==> src/rtl/oled_glyph_sequencer.sv <==
// -----------------------------------------------------------------------------
// oled_glyph_sequencer
//
// Renders a line of 16-pixel-high glyphs onto a page-addressed OLED.
// Glyph codes are loaded into a small buffer. A start request then walks
// glyphs 0..num-1. For each glyph and each half (upper page, then lower page)
// the block emits a page-address command and two column-address commands.
// It then fetches W bytes from an external font ROM that has a registered
// read, and forwards each byte to a valid/ready OLED bus writer.
//
// Optional feature macro: OLED_SEQ_BLANK_EN
//   When defined, code 6'h3F is a blank 8-wide glyph. Its data bytes are
//   0x00 and are produced without any ROM fetch. The commands are still
//   sent. When undefined, 6'h3F is an ordinary ROM glyph.
//
// Ports
//   sys_clk, rst_n       clock, asynchronous active-low reset
//   buf_wr/addr/code     glyph buffer write port (ignored while busy)
//   start                render request pulse
//   num_glyphs/page/col  render parameters, latched on an accepted start
//   font_sel/row/index   font ROM address (registered)
//   font_data            font ROM read data, valid 1 cycle after the address
//   out_valid/dc/byte    byte stream to the OLED writer (dc: 0=cmd, 1=data)
//   out_ready            writer accepts the current byte
//   busy, done, err      render status; err is held until the next start
// -----------------------------------------------------------------------------
module oled_glyph_sequencer #(
  parameter int MAX_GLYPHS = 8
) (
  input  logic       sys_clk,
  input  logic       rst_n,
  input  logic       buf_wr,
  input  logic [2:0] buf_addr,
  input  logic [5:0] buf_code,
  input  logic       start,
  input  logic [3:0] num_glyphs,
  input  logic [2:0] page,
  input  logic [6:0] col,
  output logic [5:0] font_sel,
  output logic       font_row,
  output logic [8:0] index,
  input  logic [7:0] font_data,
  output logic       out_valid,
  output logic       out_dc,
  output logic [7:0] out_byte,
  input  logic       out_ready,
  output logic       busy,
  output logic       done,
  output logic       err
);

  localparam logic [3:0] S_IDLE   = 4'd0;
  localparam logic [3:0] S_CMD_PG = 4'd1;
  localparam logic [3:0] S_CMD_CL = 4'd2;
  localparam logic [3:0] S_CMD_CH = 4'd3;
  localparam logic [3:0] S_ADDR   = 4'd4;
  localparam logic [3:0] S_LAT    = 4'd5;
  localparam logic [3:0] S_SEND   = 4'd6;
  localparam logic [3:0] S_NEXT   = 4'd7;
  localparam logic [3:0] S_FIN    = 4'd8;

  localparam logic [3:0] MAX_N = 4'(MAX_GLYPHS);

`ifdef OLED_SEQ_BLANK_EN
  localparam logic BLANK_EN = 1'b1;
`else
  localparam logic BLANK_EN = 1'b0;
`endif

  logic [3:0] state;
  logic [5:0] glyph_buf [MAX_GLYPHS];

  // Latched render context
  logic [3:0] num_l;
  logic [2:0] page_l;
  logic [7:0] c;        // current glyph column; may reach 128 after the last glyph
  logic [3:0] g;        // current glyph number
  logic       half;     // 0 = upper page, 1 = lower page
  logic [4:0] bidx;     // data byte number within the current half

  logic       accept;
  logic [5:0] cur_code;
  logic [4:0] cur_w;
  logic       blank;
  logic [8:0] end_col;
  logic       fits;
  logic       last_byte;

  // Glyph width: codes 4..9 and 11 are double width.
  function automatic logic [4:0] glyph_w(input logic [5:0] code);
    if (((code >= 6'd4) && (code <= 6'd9)) || (code == 6'd11)) begin
      return 5'd16;
    end
    return 5'd8;
  endfunction

  // A start landing on the done-pulse cycle is deliberately dropped. This
  // stops a requester that restarts on done from racing the status update.
  assign accept    = (state == S_IDLE) && start && !busy && !done;

  assign cur_code  = glyph_buf[g[2:0]];
  assign cur_w     = glyph_w(cur_code);
  assign blank     = BLANK_EN && (cur_code == 6'h3F);
  assign end_col   = {1'b0, c} + {4'b0, cur_w};
  assign fits      = (end_col <= 9'd128);
  assign last_byte = (bidx == (cur_w - 5'd1));

  // Glyph buffer. It is frozen while a render is running, so the codes stay
  // consistent for the whole line.
  always_ff @(posedge sys_clk or negedge rst_n) begin
    if (!rst_n) begin
      for (int i = 0; i < MAX_GLYPHS; i++) begin
        glyph_buf[i] <= '0;
      end
    end else if (buf_wr && !busy && !accept && ({1'b0, buf_addr} < MAX_N)) begin
      glyph_buf[buf_addr] <= buf_code;
    end
  end

  // Sequencer. Output bytes are registered. Every transition into a
  // CMD_* or SEND state loads the byte that state presents, so out_* only
  // change on an accepted handshake or on entry.
  always_ff @(posedge sys_clk or negedge rst_n) begin
    if (!rst_n) begin
      state     <= S_IDLE;
      busy      <= 1'b0;
      done      <= 1'b0;
      err       <= 1'b0;
      out_valid <= 1'b0;
      out_dc    <= 1'b0;
      out_byte  <= 8'h00;
      font_sel  <= 6'd0;
      font_row  <= 1'b0;
      index     <= 9'd0;
      num_l     <= 4'd0;
      page_l    <= 3'd0;
      c         <= 8'd0;
      g         <= 4'd0;
      half      <= 1'b0;
      bidx      <= 5'd0;
    end else begin
      done <= 1'b0;
      case (state)
        S_IDLE: begin
          if (accept) begin
            busy   <= 1'b1;
            num_l  <= (num_glyphs > MAX_N) ? MAX_N : num_glyphs;
            page_l <= page;
            c      <= {1'b0, col};
            g      <= 4'd0;
            half   <= 1'b0;
            bidx   <= 5'd0;
            err    <= (num_glyphs > MAX_N) || (page == 3'd7);
            // page 7 has no page below it for the lower half.
            if ((page == 3'd7) || (num_glyphs == 4'd0)) begin
              state <= S_FIN;
            end else begin
              state <= S_NEXT;
            end
          end
        end

        // Decide whether the next glyph exists and fits on the line.
        S_NEXT: begin
          if (g == num_l) begin
            state <= S_FIN;
          end else if (!fits) begin
            err   <= 1'b1;
            state <= S_FIN;
          end else begin
            out_valid <= 1'b1;
            out_dc    <= 1'b0;
            out_byte  <= {5'b10110, page_l + {2'b00, half}};
            state     <= S_CMD_PG;
          end
        end

        S_CMD_PG: begin
          if (out_ready) begin
            out_byte <= {4'h0, c[3:0]};
            state    <= S_CMD_CL;
          end
        end

        S_CMD_CL: begin
          if (out_ready) begin
            out_byte <= {5'b00010, c[6:4]};
            state    <= S_CMD_CH;
          end
        end

        S_CMD_CH: begin
          if (out_ready) begin
            bidx <= 5'd0;
            if (blank) begin
              out_dc   <= 1'b1;
              out_byte <= 8'h00;
              state    <= S_SEND;
            end else begin
              out_valid <= 1'b0;
              font_sel  <= cur_code;
              font_row  <= half;
              index     <= 9'd0;
              state     <= S_ADDR;
            end
          end
        end

        // ROM sees the address this cycle and registers its read at the edge.
        S_ADDR: begin
          state <= S_LAT;
        end

        // ROM data is valid this cycle. Capture it as the next output byte.
        S_LAT: begin
          out_valid <= 1'b1;
          out_dc    <= 1'b1;
          out_byte  <= font_data;
          state     <= S_SEND;
        end

        S_SEND: begin
          if (out_ready) begin
            if (last_byte) begin
              if (!half) begin
                half      <= 1'b1;
                out_valid <= 1'b1;
                out_dc    <= 1'b0;
                out_byte  <= {5'b10110, page_l + 3'd1};
                state     <= S_CMD_PG;
              end else begin
                half      <= 1'b0;
                c         <= c + {3'b000, cur_w};
                g         <= g + 4'd1;
                out_valid <= 1'b0;
                out_dc    <= 1'b0;
                state     <= S_NEXT;
              end
            end else begin
              bidx <= bidx + 5'd1;
              if (blank) begin
                out_byte <= 8'h00;
              end else begin
                out_valid <= 1'b0;
                index     <= {4'b0000, bidx + 5'd1};
                state     <= S_ADDR;
              end
            end
          end
        end

        S_FIN: begin
          done  <= 1'b1;
          busy  <= 1'b0;
          state <= S_IDLE;
        end

        default: begin
          state <= S_IDLE;
        end
      endcase
    end
  end

endmodule
==> config.mk <==
export PLATFORM = sky130hd
export DESIGN_NAME = oled_glyph_sequencer
export DESIGN_NICKNAME = d
export VERILOG_FILES = /design/src/rtl/oled_glyph_sequencer.sv
export SDC_FILE = /design/constraint.sdc
export NUM_CORES = 1
export LEC_CHECK = 0
export ABC_AREA = 1
export CORE_AREA = 2 2 87 131
export CTS_CLUSTER_DIAMETER = 30
export DETAILED_ROUTE_END_ITERATION = 7
export DIE_AREA = 0 0 89 133
export MAX_ROUTING_LAYER = met4
export PLACE_DENSITY = 0.75
export SLEW_MARGIN = 30
export SYNTH_ARGS = -nofsm -noshare
export SYNTH_HDL_FRONTEND = slang
export SYNTH_SLANG_ARGS = --single-unit
==> constraint.sdc <==
create_clock -name sys_clk -period 3.2 [get_ports sys_clk]
set_clock_uncertainty 0.1 [all_clocks]
set_input_delay 0.64 -clock sys_clk [delete_from_list [all_inputs] [get_ports sys_clk]]
set_output_delay 0.64 -clock sys_clk [all_outputs]
set_load 0.02 [all_outputs]
# Word-level counts from Yosys, hierarchy flattened
# Index checks and enable logic that the tools add are counted.
[op_classes] addsub=7 magnitude_cmp=7 n_eq_ne=24 n_mux=71 n_bitwise=2 reduce_logical=35
[ops] operator="8-bit two-way mux" count=11
[ops] operator="4-bit two-way mux" count=14
[ops] operator="48-bit bitwise mux" count=1
[ops] operator="8-bit case mux with 5 select lines" count=1
[ops] operator="4-bit case mux with 8 select lines" count=1
[ops] operator="5-bit two-way mux" count=6
[ops] operator="9-bit two-way mux" count=3
[ops] operator="5-bit AND reduction" count=5
[ops] operator="2-bit != test, second input constant" count=12
[ops] operator="1-bit two-way mux" count=19
[ops] operator="6-bit binary-select mux with 3-bit select" count=1
[ops] operator="6-bit demux with 3-bit select" count=1
[ops] operator="6-bit two-way mux" count=3
[ops] operator="9-bit case mux with 2 select lines" count=1
[ops] operator="4-bit by 3-bit equality test with 1-bit output, second input constant" count=4
[ops] operator="8-bit case mux with 2 select lines" count=1
[ops] operator="5-bit case mux with 3 select lines" count=1
[ops] operator="4-bit AND reduction" count=3
[ops] operator="8-bit by 5-bit adder with 9-bit output" count=1
[ops] operator="9-bit by 8-bit less-or-equal comparator with 1-bit output, second input constant" count=1
[ops] operator="8-bit by 5-bit adder with 8-bit output" count=1
[ops] operator="4-bit by 2-bit equality test with 1-bit output, second input constant" count=2
[ops] operator="4-bit >= comparator, second input constant" count=2
[ops] operator="4-bit zero test" count=2
[ops] operator="other kinds (30)" count=49
[totals] regBits=106 output_inout_bits=29 word_cells=170

# Depth between registers and ports, before layout
[depth] ltp_word=14 ltp_mapped=24 mapped_depth_nobuf=22

# Worst setup path before layout
# OpenSTA, ideal clock, no wires.
[synth_path] kind="register -> register" startpoint="register g[0]" endpoint="register out_valid" arrival_time_ns=2.900 path_slack_ns=0.074 stages_incl_launch_ff=22 n_path_buf=3 period_less_slack_ns=3.126 path_cell_list="dfrtp_1 buf_6 buf_6 nand2_1 nand3_1 nand3_1 nand2_1 nor2_1 nor2_2 nand2_2 ha_1 inv_1 fa_1 nor3_1 xor2_1 o21ai_1 nand2_1 o21ai_1 buf_2 o211ai_1 nand2_1 o21ai_1"
[synth_via] elab_chain_cells=14 word_cells_on_any_way=22
[synth_lines] item="from (decl)" line="77" text="logic [3:0] g;"
[synth_lines] item="from (signal assigned)" line="234" text="g <= g + 4'd1;"
[synth_lines] item="branches (longest 14 deep; another with 8-bit by 5-bit adder with 9-bit output)"
[synth_lines] item="to (signal assigned)" line="227" text="out_valid <= 1'b1;"
[synth_lines] item="to (signal assigned)" line="235" text="out_valid <= 1'b0;"
[synth_lines] item="to (signal assigned)" line="244" text="out_valid <= 1'b0;"
[synth_lines] item="to (decl)" line="43" text="output logic out_valid,"
# Several ways; the timed one is not identified. The select of a mux whose other input is x is not followed.
# A chain may end at the register's enable or synchronous reset.

# Final worst setup path
# Same ends and word-level chain as after synthesis.

==> summary.log <==
INFO  status         run_status=finished with violations
INFO  status         failed_checks=setup timing
INFO  cells_and_area finalNetCount=836
INFO  synthesis      synth_flop_cell=dfrtp_1
INFO  worst_setup_path critical_path.endpoint_type=register
INFO  timing         timing_max_transition_violations_final=0
INFO  drt            drt_iter0_drc=289
INFO  synthesis      yosysWarningCount=0
INFO  drt            highest_layer=met4
INFO  synthesis      edff_count_synth=0
INFO  cts            cts.clk_slew.worst_paths=0.07ns
INFO  drt            route.antenna.remaining_nets=0
INFO  die            die_h=133µm
INFO  worst_setup_path r2r_setup_slack=-0.19ns
INFO  grt            grt_first_pass_wirelength=23400µm
INFO  placement      number_of_instances_in_the_placed_design=910
INFO  cells_and_area diodes=0
INFO  cells_and_area layout.cells.non_filler=945
INFO  timing         final_hold_viol_count=0
INFO  cts            ctsRootBufferMaster=clkbuf_16
INFO  die            std_cell_rows=47
INFO  die            dieArea=0.0118mm²
INFO  synthesis      area_of_the_mapped_netlist=0.00532mm²
INFO  worst_setup_path worst-path-max-fanout=6
INFO  cts            tritoncts.num_buffers=9
INFO  placement      dp_slack=-0.249ns
INFO  job            number_of_maximum_capacitance_constraint_violations=0
INFO  timing         max_clock_freq=0.295GHz
INFO  cells_and_area multiInputGateArea=0.00252mm²
INFO  timing         finalHoldWorstSlack=0.164ns
INFO  drt            dr_total_vias=4999
INFO  cts            ctsHtreeMaxLevel=3
INFO  pwr            post-layout-total-power=7.31mW
INFO  timing         setup_viol=11
INFO  cts            cts_max_path_buffers=2
INFO  worst_setup_path reg2reg_from=g[0]
INFO  die            die_outline_width=89µm
INFO  worst_setup_path cp_cell_instances=buf_6 -> clkinv_8 -> buf_12 -> nand2_1 -> nand3_1 -> nand3_1 -> nand2_2 -> nand2_2 -> nand2_2 -> nand2_2 -> nand2_4 -> ha_4 -> inv_2 -> fa_2 -> xnor2_2 -> inv_2 -> nand4_1 -> o21ai_2 -> nand2_2 -> o21ai_4 -> buf_6 -> o211ai_1 -> nand2_1 -> o21ai_1
INFO  pwr            power_leakage=3.46nW
INFO  worst_setup_path worst_path_max_delay_cell=dfrtp_1
INFO  synthesis      postSynth.asyncResetShare=100%
INFO  grt            grt_util_all_layers=26.0%
INFO  grt            first_global_vias=5026
INFO  drt            drtPass1Iterations=5
INFO  pwr            worst_ir_drop_vdd=0.000593V
INFO  synthesis      syn_area_per_cell=7.74µm²
INFO  worst_setup_path r2r-end=out_valid
INFO  cts            clock_tree_from_tritoncts=built
INFO  synthesis      synth.yosys.seq_area_share=48.0%
INFO  worst_setup_path worstSetupPathType=reg2reg
INFO  timing         layout_setup_ws=-0.193ns
INFO  cells_and_area relative_area_change_from_synthesis_to_final_layout=32.2%
INFO  cells_and_area filler_cell_count=954
INFO  placement      gp_routability_congestion=0.928
INFO  timing         fin_setup_tns=-1.53ns
INFO  cells_and_area sequential_cell_area=0.00255mm²
INFO  synthesis      synth_cell_types=40
INFO  placement      numPortBuffers=60
INFO  drt            drt_drc_violations_left=0
INFO  placement      place_area=0.00625mm²
INFO  worst_setup_path crit_required=3.33ns
INFO  grt            maximum_number_of_pins_on_one_net_before_global_route_repair=65
INFO  drt            drt_wl_total=14500µm
INFO  drt            post_drt_via_cell_ratio=5.29
INFO  synthesis      synth-seq-cells=102
INFO  worst_setup_path timing.reg2reg.worst_path_depth=24
INFO  cts            clkLatencyLatePin=0.35ns
INFO  timing         setup_repair_after_global_routing_missed_its_margin=true
INFO  die            core_region_area=0.0108mm²
INFO  grt            grt_antenna_before_repair=0
INFO  worst_setup_path stage_delay_of_the_slowest_cell_on_the_critical_path=0.40ns
INFO  timing         period_minus_slack=3.39ns
INFO  timing         final.period_utilization=106%
INFO  worst_setup_path critical_path_arrival=3.52ns
INFO  drt            wire_per_inst=15.3µm
INFO  cells_and_area layout.core_utilization=64.9%
INFO  die            initial_core_util=49.1%
INFO  worst_setup_path critical_path.startpoint_type=register
INFO  worst_setup_path path_common_cell=nand2_2
INFO  synthesis      synth_cells=687
INFO  drt            route.met2.wl=7900µm
INFO  cells_and_area fin_area=0.00703mm²
INFO  pwr            power_per_unit_of_standard_cell_area=1040mW/mm²
INFO  cts            numClockSinks=102
INFO  placement      dpl.hpwl=10200µm
INFO  drt            amount_of_wire_on_met3_after_detailed_routing=516µm
INFO  drt            wl_met1=5270µm
INFO  grt            grt_overflow_total=0
INFO  timing         slew-limit-headroom=64.4%
INFO  die            num_io_pins=65
INFO  worst_hold_path hp-class=in2async
INFO  timing         worst_slew_pin_slew=0.530ns
INFO  cells_and_area post_route_cells_drive_above_1_share=18.8%
-- state kept, by name (all words and copies together), names as in the netlist, 3 cells and up --
signal     count
page_l         3
bidx           5
out_byte       8
glyph_buf     48
g              4
index          5
c              8
font_sel       6
state          4
num_l          4
-- synthesized netlist by cell type (5+ instances only) --
cell     count  area (µm²)
a21oi_1     11        55.1
buf_2       11        55.1
buf_4        6        45.0
buf_6        5        56.3
dfrtp_1    102        2550
ha_1         6        75.1
inv_1       74         278
nand2_1    243         912
nand3_1     42         210
nand4_1     17         106
nor2_1      39         146
nor3_1       5        25.0
o21ai_0     70         350
o21ai_2      9        78.8
xor2_1       5        43.8
-- layer usage --
layer	GRT usage, %	vias to the layer above
met4	15.9	0
met3	3.81	59
met5	-	-
li1	-	2415
met1	27.8	2367
met2	44.1	158
-- area by class of cell --
| cell class | instances | share of cell area, % |
|---|---|---|
| multi-input combinational | 485 | 35.9 |
| inverter | 77 | 4.29 |
| tap | 147 | 2.62 |
| clock inverter | 4 | 0.783 |
| sequential | 102 | 36.3 |
| timing repair buffer | 118 | 16.6 |
| clock buffer | 12 | 3.51 |
-- where the power goes --
part	internal (mW)	switching [mW]	total, mW	leakage, nW
combinational	1.84	2.15	3.98	1.98
clock	0.633	0.483	1.12	0.143
sequential	1.84	0.373	2.21	1.34
total	4.31	3.00	7.31	3.46
-- cells in the final DEF (no fill, tap or decap), drive strengths merged, types with 6 or more instances in the layout --
cell,Yosys,layout
nor2,42,42
dfrtp,102,102
nand2,247,247
buf,22,58
clkbuf,4,13
o21ai,83,83
clkdlybuf4s50,0,59
nand3,44,44
inv,77,77
ha,6,6
nand4,18,18
a21oi,11,11
-- worst max-delay path by stage --
stage                     cells past startpoint  slack [ns]  from           to
after floorplan                              21        0.07  g[0]    out_valid
after global placement                       22       -0.09  g[0]  out_byte[0]
after detailed placement                     22       -0.25  g[0]  out_byte[7]
after CTS                                    24       -0.05  g[0]    out_valid
after global routing                         24       -0.34  g[0]    out_valid
final                                        24       -0.19  g[0]    out_valid
-- worst max-delay path, delay by kind of cell, from the launching register on --
kind / cells / cell delay, ns
XOR/XNOR: 1 / 0.16
flip-flops: 1 / 0.40
AND/OR/NAND/NOR: 11 / 0.92
buffers and inverters: 6 / 0.58
AO/OA/AOI/OAI: 4 / 0.59
adder cells (fa/ha/maj): 2 / 0.53
-- repair_timing --
action	CTS	global route
pin swaps	14	25
hold buffers	0	0
endpoints found under the setup margin	11	14
gates resized for setup	47	34
setup buffers	12	5
cloned	3	1
hold endpoints to repair	0	0
-- cells by family after synthesis --
kind of cell	after synthesis	share of synthesized area (%)
and+or+nand+nor	359	28.6
AOI/OAI and AO/OA	107	11.5
buffers and inverters	103	8.66
DFF	102	48.0
adders and majority gates	7	1.79
xor gates and xnor gates	7	1.15
other	1	0.0706
muxes	1	0.188
No activity file was read; power rests on OpenSTA's default activity.
